<file path="src/rtl/div_iter.sv">
`default_nettype none
// ============================================================================
// Module   : div_iter
// Brief    : Iterative restoring divider for the EX stage. Produces
//            {remainder, quotient} for signed or unsigned operands, reports
//            divide-by-zero, and holds the result until start is dropped.
// Revision : 1.0  initial release
// ============================================================================
module div_iter #(
   parameter int WIDTH = 32
) (
   input  logic                 clk,
   input  logic                 rst,
   input  logic                 start_i,
   input  logic                 annul_i,
   input  logic                 signed_div_i,
   input  logic [WIDTH-1:0]     opdata1_i,
   input  logic [WIDTH-1:0]     opdata2_i,
   output logic [2*WIDTH-1:0]   result_o,
   output logic                 ready_o,
   output logic                 busy_o,
   output logic                 div_zero_o
);

   localparam int            C_CW   = $clog2(WIDTH + 1);
   localparam logic [C_CW-1:0] C_LAST = C_CW'(WIDTH - 1);

   typedef enum logic [1:0] {
      S_FREE   = 2'd0,
      S_BYZERO = 2'd1,
      S_ON     = 2'd2,
      S_END    = 2'd3
   } state_t;

   state_t              r_state;
   logic [C_CW-1:0]     r_cnt;
   logic [WIDTH-1:0]    r_rem;       // partial remainder
   logic [WIDTH-1:0]    r_dvd;       // dividend shifting out, quotient shifting in
   logic [WIDTH-1:0]    r_divisor;   // divisor magnitude
   logic                r_neg_q;     // quotient needs negation at the end
   logic                r_neg_r;     // remainder needs negation at the end
   logic                r_dz;        // current result came from a zero divisor

   logic [WIDTH-1:0]    w_mag1;
   logic [WIDTH-1:0]    w_mag2;
   logic [WIDTH:0]      w_shift;
   logic                w_ge;
   logic [WIDTH-1:0]    w_diff;
   logic [WIDTH-1:0]    w_quo_fix;
   logic [WIDTH-1:0]    w_rem_fix;

   // Operand magnitudes: two's-complement abs() only for signed divides.
   // The most negative value maps onto itself, which read as unsigned is
   // exactly its magnitude, so overflow needs no special case.
   assign w_mag1 = (signed_div_i && opdata1_i[WIDTH-1]) ? -opdata1_i : opdata1_i;
   assign w_mag2 = (signed_div_i && opdata2_i[WIDTH-1]) ? -opdata2_i : opdata2_i;

   // One restoring step: bring the next dividend bit into the remainder and
   // subtract the divisor if it fits (trial difference taken over W+1 bits).
   assign w_shift = {r_rem, r_dvd[WIDTH-1]};
   assign w_ge    = (w_shift >= {1'b0, r_divisor});
   assign w_diff  = WIDTH'(w_shift - {1'b0, r_divisor});

   // Sign correction: quotient sign follows operand sign mismatch, remainder
   // takes the sign of the dividend.
   assign w_quo_fix = r_neg_q ? -r_dvd : r_dvd;
   assign w_rem_fix = r_neg_r ? -r_rem : r_rem;

   // Busy is decoded directly from the state.
   assign busy_o = (r_state != S_FREE);

   // Control FSM, datapath registers and registered outputs.
   always_ff @(posedge clk or posedge rst) begin
      if (rst) begin
         r_state    <= S_FREE;
         r_cnt      <= '0;
         r_rem      <= '0;
         r_dvd      <= '0;
         r_divisor  <= '0;
         r_neg_q    <= 1'b0;
         r_neg_r    <= 1'b0;
         r_dz       <= 1'b0;
         result_o   <= '0;
         ready_o    <= 1'b0;
         div_zero_o <= 1'b0;
      end else begin
         case (r_state)
            S_FREE: begin
               result_o   <= '0;
               ready_o    <= 1'b0;
               div_zero_o <= 1'b0;
               if (start_i && !annul_i) begin
                  if (opdata2_i == '0) begin
                     r_state <= S_BYZERO;
                  end else begin
                     r_state   <= S_ON;
                     r_neg_q   <= signed_div_i && (opdata1_i[WIDTH-1] ^ opdata2_i[WIDTH-1]);
                     r_neg_r   <= signed_div_i && opdata1_i[WIDTH-1];
                     r_rem     <= '0;
                     r_dvd     <= w_mag1;
                     r_divisor <= w_mag2;
                     r_cnt     <= '0;
                     r_dz      <= 1'b0;
                  end
               end
            end
            S_BYZERO: begin
               r_rem   <= '0;
               r_dvd   <= '0;
               r_neg_q <= 1'b0;
               r_neg_r <= 1'b0;
               r_dz    <= 1'b1;
               r_state <= S_END;
            end
            S_ON: begin
               if (annul_i || !start_i) begin
                  r_state <= S_FREE;
               end else begin
                  r_rem <= w_ge ? w_diff : w_shift[WIDTH-1:0];
                  r_dvd <= {r_dvd[WIDTH-2:0], w_ge};
                  r_cnt <= r_cnt + C_CW'(1);
                  if (r_cnt == C_LAST) begin
                     r_state <= S_END;
                  end
               end
            end
            S_END: begin
               if (!start_i) begin
                  r_state    <= S_FREE;
                  result_o   <= '0;
                  ready_o    <= 1'b0;
                  div_zero_o <= 1'b0;
               end else begin
                  result_o   <= {w_rem_fix, w_quo_fix};
                  ready_o    <= 1'b1;
                  div_zero_o <= r_dz;
               end
            end
            default: begin
               r_state <= S_FREE;
            end
         endcase
      end
   end

endmodule
`default_nettype wire

</file>
<file path="config.mk">
export PLATFORM = sky130hd
export DESIGN_NAME = div_iter
export DESIGN_NICKNAME = d
export VERILOG_FILES = /design/src/rtl/div_iter.sv
export SDC_FILE = /design/constraint.sdc
export NUM_CORES = 1
export LEC_CHECK = 0
export BUFFER_PORTS_ARGS = -buffer_cell sky130_fd_sc_hd__buf_2
export CAP_MARGIN = 15
export CORE_UTILIZATION = 27
export CTS_CLUSTER_DIAMETER = 120
export CTS_CLUSTER_SIZE = 10
export DETAILED_ROUTE_END_ITERATION = 16
export HOLD_SLACK_MARGIN = 0.08
export PLACE_DENSITY = 0.54
export SETUP_SLACK_MARGIN = 0.02
export SKIP_LAST_GASP = 1
export SLEW_MARGIN = 40
export SYNTH_ARGS = -nofsm -noshare
export SYNTH_HDL_FRONTEND = slang
export SYNTH_SLANG_ARGS = --single-unit
</file>
<file path="constraint.sdc">
create_clock -name clk -period 5.3 [get_ports clk]
set_input_delay 0.53 -clock clk [delete_from_list [all_inputs] [get_ports clk]]
set_output_delay 0.53 -clock clk [all_outputs]
set_load 0.03 [all_outputs]
</file>
# ---- Word level (Yosys, flattened, before mapping)
# Index checks and enable logic that the tools add are counted.
dict set report totals {
  reg_bits 173
  in_bits 69
  word_cells 86
}
dict set report op_classes {
  addsub 6
  magnitude_cmp 1
  eq_ne 9
  n_mux 38
  bitwise 2
  reduce_logical 19
}
# operator n
set ops {}
lappend ops {{$mux W32} 11}
lappend ops {{$pmux W32 S3} 2}
lappend ops {{$neg A32 Y32} 4}
lappend ops {{$pmux W64 S2} 1}
lappend ops {{$mux W64} 1}
lappend ops {{$ge A33 B32 Y1} 1}
lappend ops {{$logic_not A32 Y1} 1}
lappend ops {{$sub A32 B32 Y32} 1}
lappend ops {{$mux W6} 3}
lappend ops {{$pmux W6 S2} 1}
lappend ops {{$mux W2} 5}
lappend ops {{$pmux W1 S2} 5}
lappend ops {{$reduce_and A3 Y1} 3}
lappend ops {{$mux W1} 8}
lappend ops {{$ne A2 B2 Y1 const B} 4}
lappend ops {{$pmux W2 S4} 1}
lappend ops {{$reduce_and A4 Y1} 2}
lappend ops {{$reduce_bool A2 Y1} 4}
lappend ops {{$add A6 B1 Y6 const B} 1}
lappend ops {{$eq A6 B5 Y1 const B} 1}
lappend ops {{$eq A2 B2 Y1 const B} 2}
lappend ops {{$logic_and A1 B1 Y1} 4}
lappend ops {{$ne A3 B3 Y1 const B} 1}
lappend ops {{$reduce_bool A3 Y1} 1}
lappend ops {{6 further kinds} 7}

# ---- Depth between registers and ports, before layout
# Gate-level depths: netlist of run 1.
dict set report logic_depth {
  depth_word 5
  ltp_mapped 13
  ltp_nobuf 13
}

# ---- Worst setup path after synthesis of run 1
# OpenSTA, ideal clock, no wires.
dict set report synth_path {
  kind {register to register}
  startpoint {register r_dvd[31]}
  endpoint {register r_rem[28]}
  setup_ns 0.134
  arrival_ns 2.656
  t_required_ns 5.166
  setup_slack_ns 2.510
  stages_incl_launch_ff 14
  synth_period_minus_slack_ns 2.790
  path_cell_list {dfrtp_1 inv_1 ha_1 inv_1 fa_1 a21o_1 a221o_1 a32oi_1 a31oi_1 a41oi_1 a21oi_1 xor2_1 mux2i_1 o21ai_0}
}
dict set report synth_between {
  elab_chain_len 4
}
# element line_no
set synth_rtl {}
lappend synth_rtl {{start, declared} 38} ;# logic [WIDTH-1:0] r_dvd;
lappend synth_rtl {{start signal, assigned} 100} ;# r_dvd <= w_mag1;
lappend synth_rtl {{start signal, assigned} 120} ;# r_dvd <= {r_dvd[WIDTH-2:0], w_ge};
lappend synth_rtl {{$sub A32 B32 Y32 / $ge A33 B32 Y1 (equally long branches)} {62, 61}}
lappend synth_rtl {{$mux W32 (*)} 119} ;# r_rem <= w_ge ? w_diff : w_shift[WIDTH-1:0];
lappend synth_rtl {{$mux W32 (*)} 116} ;# if (annul_i || !start_i) begin
lappend synth_rtl {{$pmux W32 S3 (*)} 87} ;# case (r_state)
lappend synth_rtl {{end signal, assigned} 119}
lappend synth_rtl {{end, declared} 37} ;# logic [WIDTH-1:0] r_rem;
# Mark *: on every way between the ends. The rest lies on a longest branch, timed or not. The select of a mux whose other input is x is not followed.
# A chain may end at the register's enable or synchronous reset.

# ---- Worst setup path after layout of run 1
dict set report layout_path {
  startpoint {register r_dvd[31]}
  endpoint {register r_rem[30]}
}
# The elaborated chain is that of the path after synthesis.

==> results.json, run 1 <==
{
  "status": "finished, final reports clean",
  "hold_class": "in2async",
  "wl_um": 32300,
  "fill_cells": 4375,
  "power.leakage_uw": 0.00582,
  "ff_latch_area_sq_um": 4330,
  "synth_top_area_frac": 0.386,
  "chipWidth_um": 206,
  "path_max_fanout": 4,
  "hold_buffers": 0,
  "syn_area_sq_um": 11200,
  "clock_path_buffers": 2,
  "syn_nets": 1461,
  "ys_ff_latch": 173,
  "yosysSeqAreaShare": 0.386,
  "gp_congestion": 0.884,
  "rows": 74,
  "io_pins": 136,
  "ir_worst_vdd_mv": 0.346,
  "yosysWarnings": 0,
  "power_uw": 5540,
  "arrival_ns": 3.97,
  "synth_largest_area_cell": "dfrtp_1",
  "grtUsageTotal": 0.157,
  "period_minus_slack_ns": 3.60,
  "cts.sinks": 173,
  "fmax_mhz": 278,
  "ys_types": 61,
  "via_per_inst": 4.96,
  "drt_iter0_drc": 566,
  "die-area_sq_um": 42400,
  "syn2layout_area_growth_pct": 15.9,
  "ctsHtreeMaxLevel": 4,
  "coreArea_sq_um": 40900,
  "start_util": 0.274,
  "synth_edf_count": 0,
  "multiInputGateArea_sq_um": 6410,
  "setup_viol": 0,
  "finalClockSkew_ns": 0.0169,
  "fin_hold_ws_ns": 0.143,
  "slew_headroom": 0.447,
  "fp.dieH_um": 206,
  "ys_top_cells_by_area": "dfrtp_1 39%, o21ai_0 7.4%, nand2_1 7.1%, xor2_1 6.3%, xnor2_1 5.5%",
  "root_buffer": "clkbuf_16",
  "antenna_found_initial": 1,
  "cts_tree": "yes",
  "dp_hpwl_um": 24200,
  "grt_pass1_wl_um": 52000,
  "yosys-top-cells-count": "213 x nand2_1, 173 x dfrtp_1, 165 x o21ai_0",
  "hold_violations": 0,
  "cts.clk_slew.worst_paths_ns": 0.08,
  "cts_inserted_buffers": 17,
  "p_per_area_nw_per_um2": 426,
  "vias": 9882,
  "rsz0062_at_grt": "false",
  "synth-main-ff-cell": "dfrtp_1",
  "synth_cells": 1350,
  "maxCapViolations": 0,
  "drive_gt1_frac": 0.139,
  "wire_per_inst_um": 16.2,
  "yosys.cell_count.top_type": "nand2_1",
  "port_buffers": 135,
  "avgSynthCellArea_sq_um": 8.31,
  "tns_ns": 0,
  "finalCritPeriodShare": 0.679,
  "cp-start-kind": "register",
  "worstSetupPathType": "reg2reg",
  "cts_repair_resize_count": 0,
  "diodes": 0,
  "nets": 1557,
  "grt_start_max_net_pins": 80,
  "ant_nets": 0,
  "tightest_slew_ns": 0.822,
  "drcViolationCount": 0,
  "cp-end-kind": "register",
  "synthArstFlopShare": 1.00,
  "finalMaxSlewViolations": 0,
  "required_ns": 5.68,
  "firstDrtPassIters": 5,
  "grt_pass1_vias": 9534,
  "grt_overflow_total": 0,
  "worstSkewPairLatency_ns": 0.46,
  "post-cts-setup-buffers": 0
}
-- cells by family after synthesis --
family                   Yosys count  synth area share
buffers and inverters            128            0.0464
adder cells (fa/ha/maj)           42            0.0475
multiplexers                      13            0.0117
flip-flops                       173             0.386
AND/OR/NAND/NOR                  426             0.174
XOR/XNOR                         151             0.118
AO/OA/AOI/OAI                    417             0.216
-- final timing paths --
kind,startpoint,end,slack (ns),depth (start not counted)
max,r_dvd[31],r_rem[30],1.70,13
min,rst,result_o[27],0.14,2
max reg2reg,r_dvd[31],r_rem[30],1.70,13
min reg2reg,ready_o,ready_o,0.48,2
max in group asynchronous,rst,r_dvd[17],4.04,3
min in group clk,opdata2_i[25],r_divisor[25],0.39,3
-- cells in the final DEF (no fill, tap or decap), drive strengths merged, types with 3 or more instances in the layout --
master,instances
a21boi,3
nand2,213
or2,5
nor2b,4
o31ai,23
nor3b,3
and2,7
or3,15
and3,8
o21ai,205
a22oi,27
buf,146
a31oi,8
a21o,6
clkinvlp,3
nand3,27
nand4,8
a32oi,5
nand2b,9
nor4,16
dfrtp,173
ha,41
a21oi,101
xnor2,70
o41ai,10
or4,12
a41oi,3
clkbuf,18
nor2,77
o211ai,8
inv,67
mux2i,12
xor2,81
nor3,17
o21bai,4
-- flip-flops by register name, indices dropped and copies added (netlist names), 2 cells and up --
name,count
r_dvd,32
r_rem,32
result_o,64
r_state,2
r_divisor,32
r_cnt,6
-- routing by layer --
metal / track usage / routed length, um
met3: 0.0261 / 1300
met1: 0.223 / 16300
met4: 0.0454 / 479
met5: 0 / 8
met2: 0.243 / 14300
-- metrics by stage --
step	utilization	area, sq um	setup WS, ns	std cells
2_1_floorplan	-	11200	0.0815	1350
3_3_place_gp	0.302	12400	1.31	1958
3_5_place_dp	0.303	12400	1.21	1958
4_1_cts	0.317	13000	1.65	1990
5_1_grt	0.318	13000	1.46	1991
6_report	0.318	13000	1.70	1991
-- critical path: stages, from the launching register on --
cell and delay [ns]:
dfrtp_1 0.49, inv_1 0.10, ha_1 0.14, inv_1 0.07, fa_1 0.40, a21o_1 0.19
a221o_1 0.38, a32oi_1 0.40, a31oi_1 0.28, a41oi_1 0.47, o21ai_0 0.18, xnor2_1 0.19
mux2i_1 0.08, o21ai_0 0.14
-- area by class of cell --
type,instances,area share
Clock buffer,18,0.0338
Tap cell,532,0.0512
Sequential cell,173,0.333
Clock inverter,14,0.0115
Timing Repair Buffer,146,0.0599
Inverter,59,0.0176
Multi-Input combinational cell,1049,0.493
-- report_power, final --
part           internal [uW]  leakage, uW  switching, uW
combinational            795      0.00325           1590
clock                    678     0.000280            611
sequential              1610      0.00229            261
Power figures use the tool's default switching activity.
==> run 2: changes to the inputs <==
- clock period: 5.3 -> 3 ns (I/O delays scaled with it)
==> results.json, run 2 (synthesized netlist as in run 1, its figures left out) <==
{
  "status": "finished, final reports clean",
  "pre_cts_slack_ns": 0.0222,
  "period_minus_slack_ns": 2.84,
  "fin_hold_ws_ns": 0.158,
  "hold_class": "in2reg",
  "worst-path-buf-inv": 1,
  "slew_headroom": 0.521,
  "cp-start-kind": "register",
  "largest-register": "result_o",
  "path_max_fanout": 5,
  "arrival_ns": 3.17,
  "grt_overflow_total": 0,
  "finalCritPeriodShare": 0.946,
  "grt_start_max_net_pins": 67,
  "worstSetupPathType": "reg2reg",
  "final.setup.worst_slack_ns": 0.162,
  "tightest_slew_ns": 0.719,
  "gp_congestion": 0.864,
  "required_ns": 3.33,
  "vias": 10100,
  "maxCapViolations": 0,
  "power_uw": 10200,
  "ant_nets": 0,
  "slowest_delay_ns": 0.52,
  "cts_inserted_buffers": 17,
  "dp_hpwl_um": 25700,
  "firstDrtPassIters": 5,
  "grt_pass1_wl_um": 52500,
  "io_pins": 136,
  "die-area_sq_um": 42400,
  "drcViolationCount": 0,
  "syn2layout_area_growth_pct": 24.8,
  "drt_iter0_drc": 557,
  "power.leakage_uw": 0.00638,
  "ir_worst_vdd_mv": 0.512,
  "critPathSlowestCell": "or4_1",
  "start_util": 0.274,
  "cts_tree": "yes",
  "finalClockSkew_ns": 0.0186,
  "most-common-layout-cells": "211 x nand2_1, 172 x dfrtp_1, 162 x o21ai_0",
  "cts.clk_slew.worst_paths_ns": 0.07,
  "cts.sinks": 173,
  "rows": 74,
  "fp.dieH_um": 206,
  "coreArea_sq_um": 40900,
  "finalMaxSlewViolations": 0,
  "worstSkewPairLatency_ns": 0.46,
  "drive_gt1_frac": 0.203,
  "diodes": 0,
  "fmax_mhz": 352,
  "fill_cells": 4287,
  "hold_violations": 0,
  "grt_pass1_vias": 9716,
  "grtUsageTotal": 0.160,
  "antenna_found_initial": 0,
  "cp_common_cell": "nor2_1",
  "wl_um": 33300,
  "ctsHtreeMaxLevel": 4,
  "crit_chain": "buf_4 > or4_1 > or4_4 > or3_1 > nor2_1 > nor2_1 > a21oi_2 > nand2_1 > xnor2_2 > o21ai_0",
  "clock_path_buffers": 2,
  "critPathTopFamily": "simple AND/OR/NAND/NOR gates",
  "port_buffers": 135,
  "chipWidth_um": 206,
  "rsz0062_at_grt": "true",
  "place_inst": 2050,
  "largest_reg_flops": 64,
  "root_buffer": "clkbuf_16",
  "final_common_cell": "nand2_1",
  "wire_per_inst_um": 16.0,
  "via_per_inst": 4.85,
  "p_per_area_nw_per_um2": 732,
  "nets": 1652,
  "finalNonFillerCells": 2086,
  "tns_ns": 0,
  "setup_viol": 0,
  "cp-end-kind": "register"
}
## run 2: changes by cell type in the layout (fill, tap and decap cells not counted), moves of 3 or more
cell	change
buf_12	+11
buf_4	+83
inv_6	-4
o21ai_0	-3
o21ai_1	+3
## run 2: timing repair
| action | in CTS | in global routing |
|---|---|---|
| hold buffers | 1 | 0 |
| resized for setup | 2 | 26 |
| setup buffers | 0 | 3 |
| pin swaps | 0 | 11 |
| endpoints found under the setup margin | 3 | 25 |
| endpoints found under the hold margin | 13 | 0 |
| gates cloned | 0 | 0 |
## run 2: report_power, final
| part | switching [uW] | total (uW) | internal, uW |
|---|---|---|---|
| Clock | 1070 | 2420 | 1350 |
| Combinational | 2840 | 4520 | 1680 |
| Sequential | 458 | 3300 | 2840 |
| Total | 4370 | 10200 | 5870 |
## run 2: final timing paths
check,from,end,slack (ns),cells after the start
hold / removal,opdata2_i[17],r_divisor[17],0.16,3
setup / recovery,r_rem[3],result_o[63],0.16,10
hold reg to reg,result_o[9],result_o[9],0.48,2
min in group asynchronous,rst,r_dvd[26],0.43,3
setup reg to reg,r_rem[3],result_o[63],0.16,10
max in group asynchronous,rst,ready_o,1.91,4
## run 2: area by class of cell
cell class | instances | area [sq um] | share of cell area
Clock buffer | 18 | 439 | 0.0314
Clock inverter | 14 | 185 | 0.0132
Inverter | 59 | 225 | 0.0161
Multi-Input combinational cell | 1049 | 6500 | 0.465
Sequential cell | 173 | 4330 | 0.309
Tap cell | 532 | 666 | 0.0476
Timing Repair Buffer | 241 | 1640 | 0.117
## run 2: through the flow
stage / area [sq um] / utilization
floorplan: 11200 / -
global placement: 13200 / 0.322
detailed placement: 13200 / 0.323
CTS: 13900 / 0.339
global route: 14000 / 0.342
finish: 14000 / 0.342
## run 2: worst register-to-register path, cell delays in order, from the launching register on
cell and delay, ns:
dfrtp_1 0.39, buf_4 0.16, or4_1 0.52, or4_4 0.46
or3_1 0.37, nor2_1 0.11, nor2_1 0.11, a21oi_2 0.20
nand2_1 0.12, xnor2_2 0.17, o21ai_0 0.09
## run 2: metal layers
layer,wire length (um),GRT usage,up-vias,part of all wire
met4,465,0.0425,0,0.014
met3,1710,0.0323,32,0.051
met5,0,0,-,0
met1,16400,0.223,4762,0.49
li1,-,-,5108,-
met2,14700,0.248,225,0.44
